<file path="src/rtl/seg7_pkg.sv">
// Shared types and constants for the seven-segment scan controller.
// Holds the hex font table, the scan state enum and the per-digit register entry.
package seg7_pkg;

  // Segment patterns are ordered g..a and are active-low.
  localparam logic [6:0] SEG7_FONT [16] = '{
    7'b1000000, 7'b1111001, 7'b0100100, 7'b0110000,
    7'b0011001, 7'b0010010, 7'b0000010, 7'b1111000,
    7'b0000000, 7'b0010000, 7'b0001000, 7'b0000011,
    7'b1000110, 7'b0100001, 7'b0000110, 7'b0001110
  };

  localparam logic [6:0] SEG7_OFF = 7'h7F;

  typedef enum logic [0:0] {
    BLANK = 1'b0,
    SHOW  = 1'b1
  } scan_state_t;

  typedef struct packed {
    logic [3:0] value;
    logic       dp;
    logic       blank;
  } seg7_digit_t;

  localparam seg7_digit_t DIGIT_RESET = '{value: 4'h0, dp: 1'b0, blank: 1'b1};

endpackage

</file>
<file path="src/rtl/hex_to_seg7.sv">
// Combinational hex nibble to active-low seven-segment pattern (g..a).
module hex_to_seg7
  import seg7_pkg::*;
(
  input  logic [3:0] value,
  output logic [6:0] seg
);

  assign seg = SEG7_FONT[value];

endmodule

</file>
<file path="src/rtl/seg7_scan_ctrl.sv">
// Time-multiplexed scan controller for common-anode seven-segment digits.
// A per-digit register file is latched into a shadow at each slot start; only the shadow drives the pins.
module seg7_scan_ctrl
  import seg7_pkg::*;
#(
  parameter int CLK_HZ       = 50_000_000,
  parameter int SCAN_HZ      = 1000,
  parameter int BLANK_CYCLES = 500,
  parameter int NUM_DIGITS   = 4
) (
  input  logic                  clockIn,
  input  logic                  reset,
  input  logic                  wr_valid,
  output logic                  wr_ready,
  input  logic [2:0]            wr_addr,
  input  logic [3:0]            wr_data,
  input  logic                  wr_dp,
  input  logic                  wr_blank,
  output logic [6:0]            segment7,
  output logic                  dp,
  output logic [NUM_DIGITS-1:0] digit_sel
);

  localparam int DWELL = CLK_HZ / SCAN_HZ;
  localparam int CNT_W = $clog2(DWELL);
  localparam int IDX_W = $clog2(NUM_DIGITS);

  localparam logic [CNT_W-1:0] BLANK_END = CNT_W'(BLANK_CYCLES - 1);
  localparam logic [CNT_W-1:0] DWELL_END = CNT_W'(DWELL - 1);
  localparam logic [IDX_W-1:0] LAST_IDX  = IDX_W'(NUM_DIGITS - 1);

  scan_state_t                  state_reg, state_next;
  logic        [CNT_W-1:0]      cnt_reg, cnt_next;
  logic        [IDX_W-1:0]      idx_reg, idx_next;
  seg7_digit_t                  shadow_reg, shadow_next;
  seg7_digit_t [NUM_DIGITS-1:0] regfile_reg;
  logic        [NUM_DIGITS-1:0] wr_en;
  logic                         wr_ready_reg;
  logic        [6:0]            font_seg;
  logic        [6:0]            segment7_reg, segment7_next;
  logic                         dp_reg, dp_next;
  logic        [NUM_DIGITS-1:0] digit_sel_reg, digit_sel_next;

  genvar gi;
  generate
    for (gi = 0; gi < NUM_DIGITS; gi++) begin : g_wr_en
      assign wr_en[gi] = wr_valid && wr_ready_reg && (wr_addr == 3'(gi));
    end
  endgenerate

  // Out-of-range addresses match no wr_en bit, so they are dropped silently.
  always_ff @(posedge clockIn or posedge reset) begin
    if (reset) begin
      wr_ready_reg <= 1'b0;
      for (int i = 0; i < NUM_DIGITS; i++) regfile_reg[i] <= DIGIT_RESET;
    end else begin
      wr_ready_reg <= 1'b1;
      for (int i = 0; i < NUM_DIGITS; i++) begin
        if (wr_en[i]) regfile_reg[i] <= '{value: wr_data, dp: wr_dp, blank: wr_blank};
      end
    end
  end

  always_comb begin
    state_next  = state_reg;
    cnt_next    = cnt_reg + 1'b1;
    idx_next    = idx_reg;
    shadow_next = shadow_reg;
    case (state_reg)
      BLANK: begin
        if (cnt_reg == BLANK_END) begin
          state_next  = SHOW;
          shadow_next = regfile_reg[idx_reg];
        end
      end
      default: begin
        if (cnt_reg == DWELL_END) begin
          state_next = BLANK;
          cnt_next   = '0;
          idx_next   = (idx_reg == LAST_IDX) ? '0 : idx_reg + 1'b1;
        end
      end
    endcase
  end

  hex_to_seg7 u_font (
    .value (shadow_next.value),
    .seg   (font_seg)
  );

  // Output registers are loaded from the next-state view so pins track the FSM without lag.
  always_comb begin
    digit_sel_next = '1;
    segment7_next  = SEG7_OFF;
    dp_next        = 1'b1;
    if (state_next == SHOW) begin
      digit_sel_next[idx_next] = 1'b0;
      if (!shadow_next.blank) begin
        segment7_next = font_seg;
        dp_next       = ~shadow_next.dp;
      end
    end
  end

  always_ff @(posedge clockIn or posedge reset) begin
    if (reset) begin
      state_reg     <= BLANK;
      cnt_reg       <= '0;
      idx_reg       <= '0;
      shadow_reg    <= DIGIT_RESET;
      digit_sel_reg <= '1;
      segment7_reg  <= SEG7_OFF;
      dp_reg        <= 1'b1;
    end else begin
      state_reg     <= state_next;
      cnt_reg       <= cnt_next;
      idx_reg       <= idx_next;
      shadow_reg    <= shadow_next;
      digit_sel_reg <= digit_sel_next;
      segment7_reg  <= segment7_next;
      dp_reg        <= dp_next;
    end
  end

  assign wr_ready  = wr_ready_reg;
  assign segment7  = segment7_reg;
  assign dp        = dp_reg;
  assign digit_sel = digit_sel_reg;

endmodule

</file>
<file path="config.mk">
export PLATFORM = sky130hd
export DESIGN_NAME = seg7_scan_ctrl
export DESIGN_NICKNAME = d
export VERILOG_FILES = /design/src/rtl/seg7_pkg.sv /design/src/rtl/hex_to_seg7.sv /design/src/rtl/seg7_scan_ctrl.sv
export SDC_FILE = /design/constraint.sdc
export NUM_CORES = 1
export LEC_CHECK = 0
export BUFFER_PORTS_ARGS = -buffer_cell sky130_fd_sc_hd__buf_2
export CORE_UTILIZATION = 59
export CTS_CLUSTER_DIAMETER = 50
export DETAILED_ROUTE_END_ITERATION = 16
export HOLD_SLACK_MARGIN = 0.1
export PLACE_DENSITY = 0.89
export SYNTH_ARGS = -nofsm -noshare
export SYNTH_HDL_FRONTEND = slang
export SYNTH_HIERARCHICAL = 1
export SYNTH_SLANG_ARGS = --single-unit
</file>
<file path="constraint.sdc">
create_clock -name clockIn -period 3.35 [get_ports clockIn]
set_clock_uncertainty 0.05 [all_clocks]
set_input_delay 0.1675 -clock clockIn [delete_from_list [all_inputs] [get_ports clockIn]]
set_output_delay 0.1675 -clock clockIn [all_outputs]
set_load 0.01 [all_outputs]
</file>
==> impl_metrics.csv <==
group,metric,value,unit
status,run_status,"complete, no violations",
timing,slew_headroom,0.308,
critical_path,critical_path.endpoint_type,"register",
timing,final_max_slew_viol_count,0,
critical_path,worstSetupStartpointType,"register",
grt,first_global_vias,1833,
grt,global_route.overflow_total,0,
yosys,dominantRegCellSynth,"dfrtp_1",
clock_network,postCtsSetupRepairBufs,0,
yosys,synth_top_cells_by_area,"dfrtp_1 (38%), dfstp_2 (15%), mux2_2 (12%)",
yosys,synth_enable_flop_cells,0,
clock_network,worst_setup_hold_path_clk_slew,70,ps
clock_network,insertion_delay,330,ps
timing,worst-slew-pin-transition,1030,ps
yosys,synth_seq_cells,62,
clock_network,clock_buffer_count_from_cts,9,
yosys,yosys.cell_count.top_type,"dfrtp_1",
pwr,power.static_leakage,1.44,nW
yosys,syn_area_per_cell,13.1,um^2
pwr,max-vdd-ir-drop,423,uV
critical_path,timing.critical_path.arrival,3140,ps
floorplanning,fp.dieH,72.7,um
yosys,synthArstFlopShare,1.00,
clock_network,ctsRootBufferMaster,"clkbuf_8",
grt,grt_start_max_net_pins,43,
flow_run,max_cap_violations,0,
placed_design,hpwlAfterDp,3.50,mm
finish,num_antenna_cells,0,
route,via_count,1869,
critical_path,reg2reg_from,"cnt_reg[0]$_DFF_PP0_",
timing,setup_tns,0,ps
route,routed_wl,5.15,mm
yosys,synth_top_cells_by_count,"dfrtp_1 (45), mux2_2 (31), dfstp_2 (17), nor2_1 (17), nand2_1 (10)",
timing,grt_setup_unrepaired,"false",
pwr,total_power,1.59,mW
route,drtIter0Drc,99,
timing,timing.final.hold_violations,0,
route,antenna_left,0,
floorplanning,core_area,4750,um^2
floorplanning,die_width,72.7,um
floorplanning,die-area,5290,um^2
timing,setup_violations,0,
clock_network,cts_tree,"built",
yosys,synthesis.nets,247,
yosys,yosys.area.top_type,"dfrtp_1",
finish,largest_register_ff_count,24,
hold_path,hold_path.startpoint,"wr_addr[0]",
timing,finalWorstPathRequiredPeriod,2960,ps
hold_path,worst_hold_path_type,"in -> reg",
placed_design,io_buffer_count,24,
route,wl_per_cell,15.3,um
placed_design,gp_weighted_congestion,0.820,
floorplanning,initial_core_util,0.621,
finish,fillerInstances,345,
timing,maxClockFrequency,338,MHz
grt,grt.total_usage,0.223,
yosys,synth-seq-area-share,0.533,
timing,finalCritPeriodShare,0.884,
critical_path,crit_fanout,8,
critical_path,critPathLaunch,"cnt_reg[0]$_DFF_PP0_",
yosys,syn-instance-count,226,
grt,initial_antenna_violation_count,0,
placed_design,placed_cells,313,
critical_path,critPathRequiredTime,3530,ps
pwr,cellPowerDensity,471,nW/um^2
route,dr_vias_cell,5.56,
yosys,yosys_warnings,6,
clock_network,cts_repair_resize_count,0,
route,drt-pass1-iter-count,4,
grt,grt_first_pass_wirelength,8.47,mm
yosys,syn_area,2950,um^2
critical_path,criticalPathCategory,"reg -> reg",
floorplanning,placement_rows,25,
route,remaining_drc_errors,0,
floorplanning,floorplan.io_pins,25,
finish,post_route_cells_drive_above_1_share,0.375,
yosys,synth.distinct_cells,45,
yosys,synth_largest_type_area_fraction,0.382,
clock_network,cts_max_path_buffers,2,
finish,syn_to_final_growth,14.4,%
finish,layout.nets,285,
finish,final_non_filler_cell_total,336,
clock_network,cts.sinks,62,
clock_network,cts.htree.levels,3,
cells in the final DEF, fill, tap and decap left out, types with 2 or more instances in the layout:
cell / n
a21oi_1: 2
ha_1: 9
inv_1: 7
buf_2: 24
nand2_1: 10
buf_4: 2
nor4_1: 3
clkinv_2: 2
mux4_2: 6
mux2i_1: 3
xor2_1: 6
nand4_1: 7
and4_1: 2
nor3_1: 5
clkbuf_8: 12
dfstp_2: 17
dfrtp_1: 45
dlygate4sd3_1: 7
nor2_1: 17
mux2_4: 2
xnor2_1: 7
nand2b_1: 2
nand3b_1: 3
nand3_1: 8
mux2_2: 31
nor2b_1: 2
o21bai_1: 7
path summary, 6_finish.rpt:
check	slack (ps)	to	cells past startpoint
worst min register to register	410	dp$_DFF_PP1_	1
worst min-delay path	330	regfile_reg[12]$_DFFE_PP1P_	3
min in group asynchronous	510	shadow_reg[1]$_DFF_PP0_	3
max in group asynchronous	1890	digit_sel[3]$_DFF_PP1_	4
worst max register to register	390	segment7[3]$_DFF_PP1_	9
worst max-delay path	390	segment7[3]$_DFF_PP1_	9
metrics by stage:
stage	cell area (um^2)	util	hold WS, ps	setup WS (ps)
4_1_cts	3380	0.710	312	393
3_5_place_dp	3120	0.656	340	434
2_1_floorplan	2950	-	268	700
5_1_grt	3380	0.710	355	228
3_3_place_gp	3120	0.656	326	571
6_report	3380	0.710	334	390
worst max-delay path, stage by stage (launching register included):
cell,delay (ps)
dfrtp_1,400
ha_1,270
nor4bb_1,240
nand4_1,350
mux2_2,430
inv_1,120
ha_1,300
inv_1,50
mux4_1,480
o21bai_1,170
report_power, final:
group | switching (mW) | total, mW | internal [mW] | leakage [nW]
combinational | 0.0499 | 0.133 | 0.0833 | 0.589
sequential | 0.0338 | 0.860 | 0.826 | 0.756
clock | 0.270 | 0.597 | 0.327 | 0.0954
total | 0.354 | 1.59 | 1.24 | 1.44
cell families after synthesis:
| logic type | count (synthesis) | synth area share |
|---|---|---|
| buffers and inverters | 14 | 0.0271 |
| DFF | 62 | 0.533 |
| adders and majority gates | 9 | 0.0382 |
| AOI/OAI and AO/OA | 17 | 0.0411 |
| other | 1 | 0.00127 |
| xor gates and xnor gates | 13 | 0.0386 |
| muxes | 43 | 0.193 |
| and+or+nand+nor | 67 | 0.128 |
final cells by class:
class,instances,area (um^2),area share
clock buffer,13,169,0.0500
clock inverter,3,17.5,0.00519
inverter,8,30.0,0.00889
multi-input combinational,150,1300,0.385
sequential,62,1570,0.466
tap,67,83.8,0.0248
timing repair buffer,33,205,0.0608
what timing repair did:
| action | CTS | global route |
|---|---|---|
| setup endpoints to repair | 0 | 0 |
| hold buffers | 7 | 0 |
| endpoints found under the hold margin | 54 | 0 |
metal layers:
layer / global-route usage / share of wire
met1: 0.287 / 0.46
met2: 0.345 / 0.48
met3: 0.0525 / 0.037
met4: 0.137 / 0.022
met5: 0 / 0
Note: power is estimated with default switching activity, not from simulation.
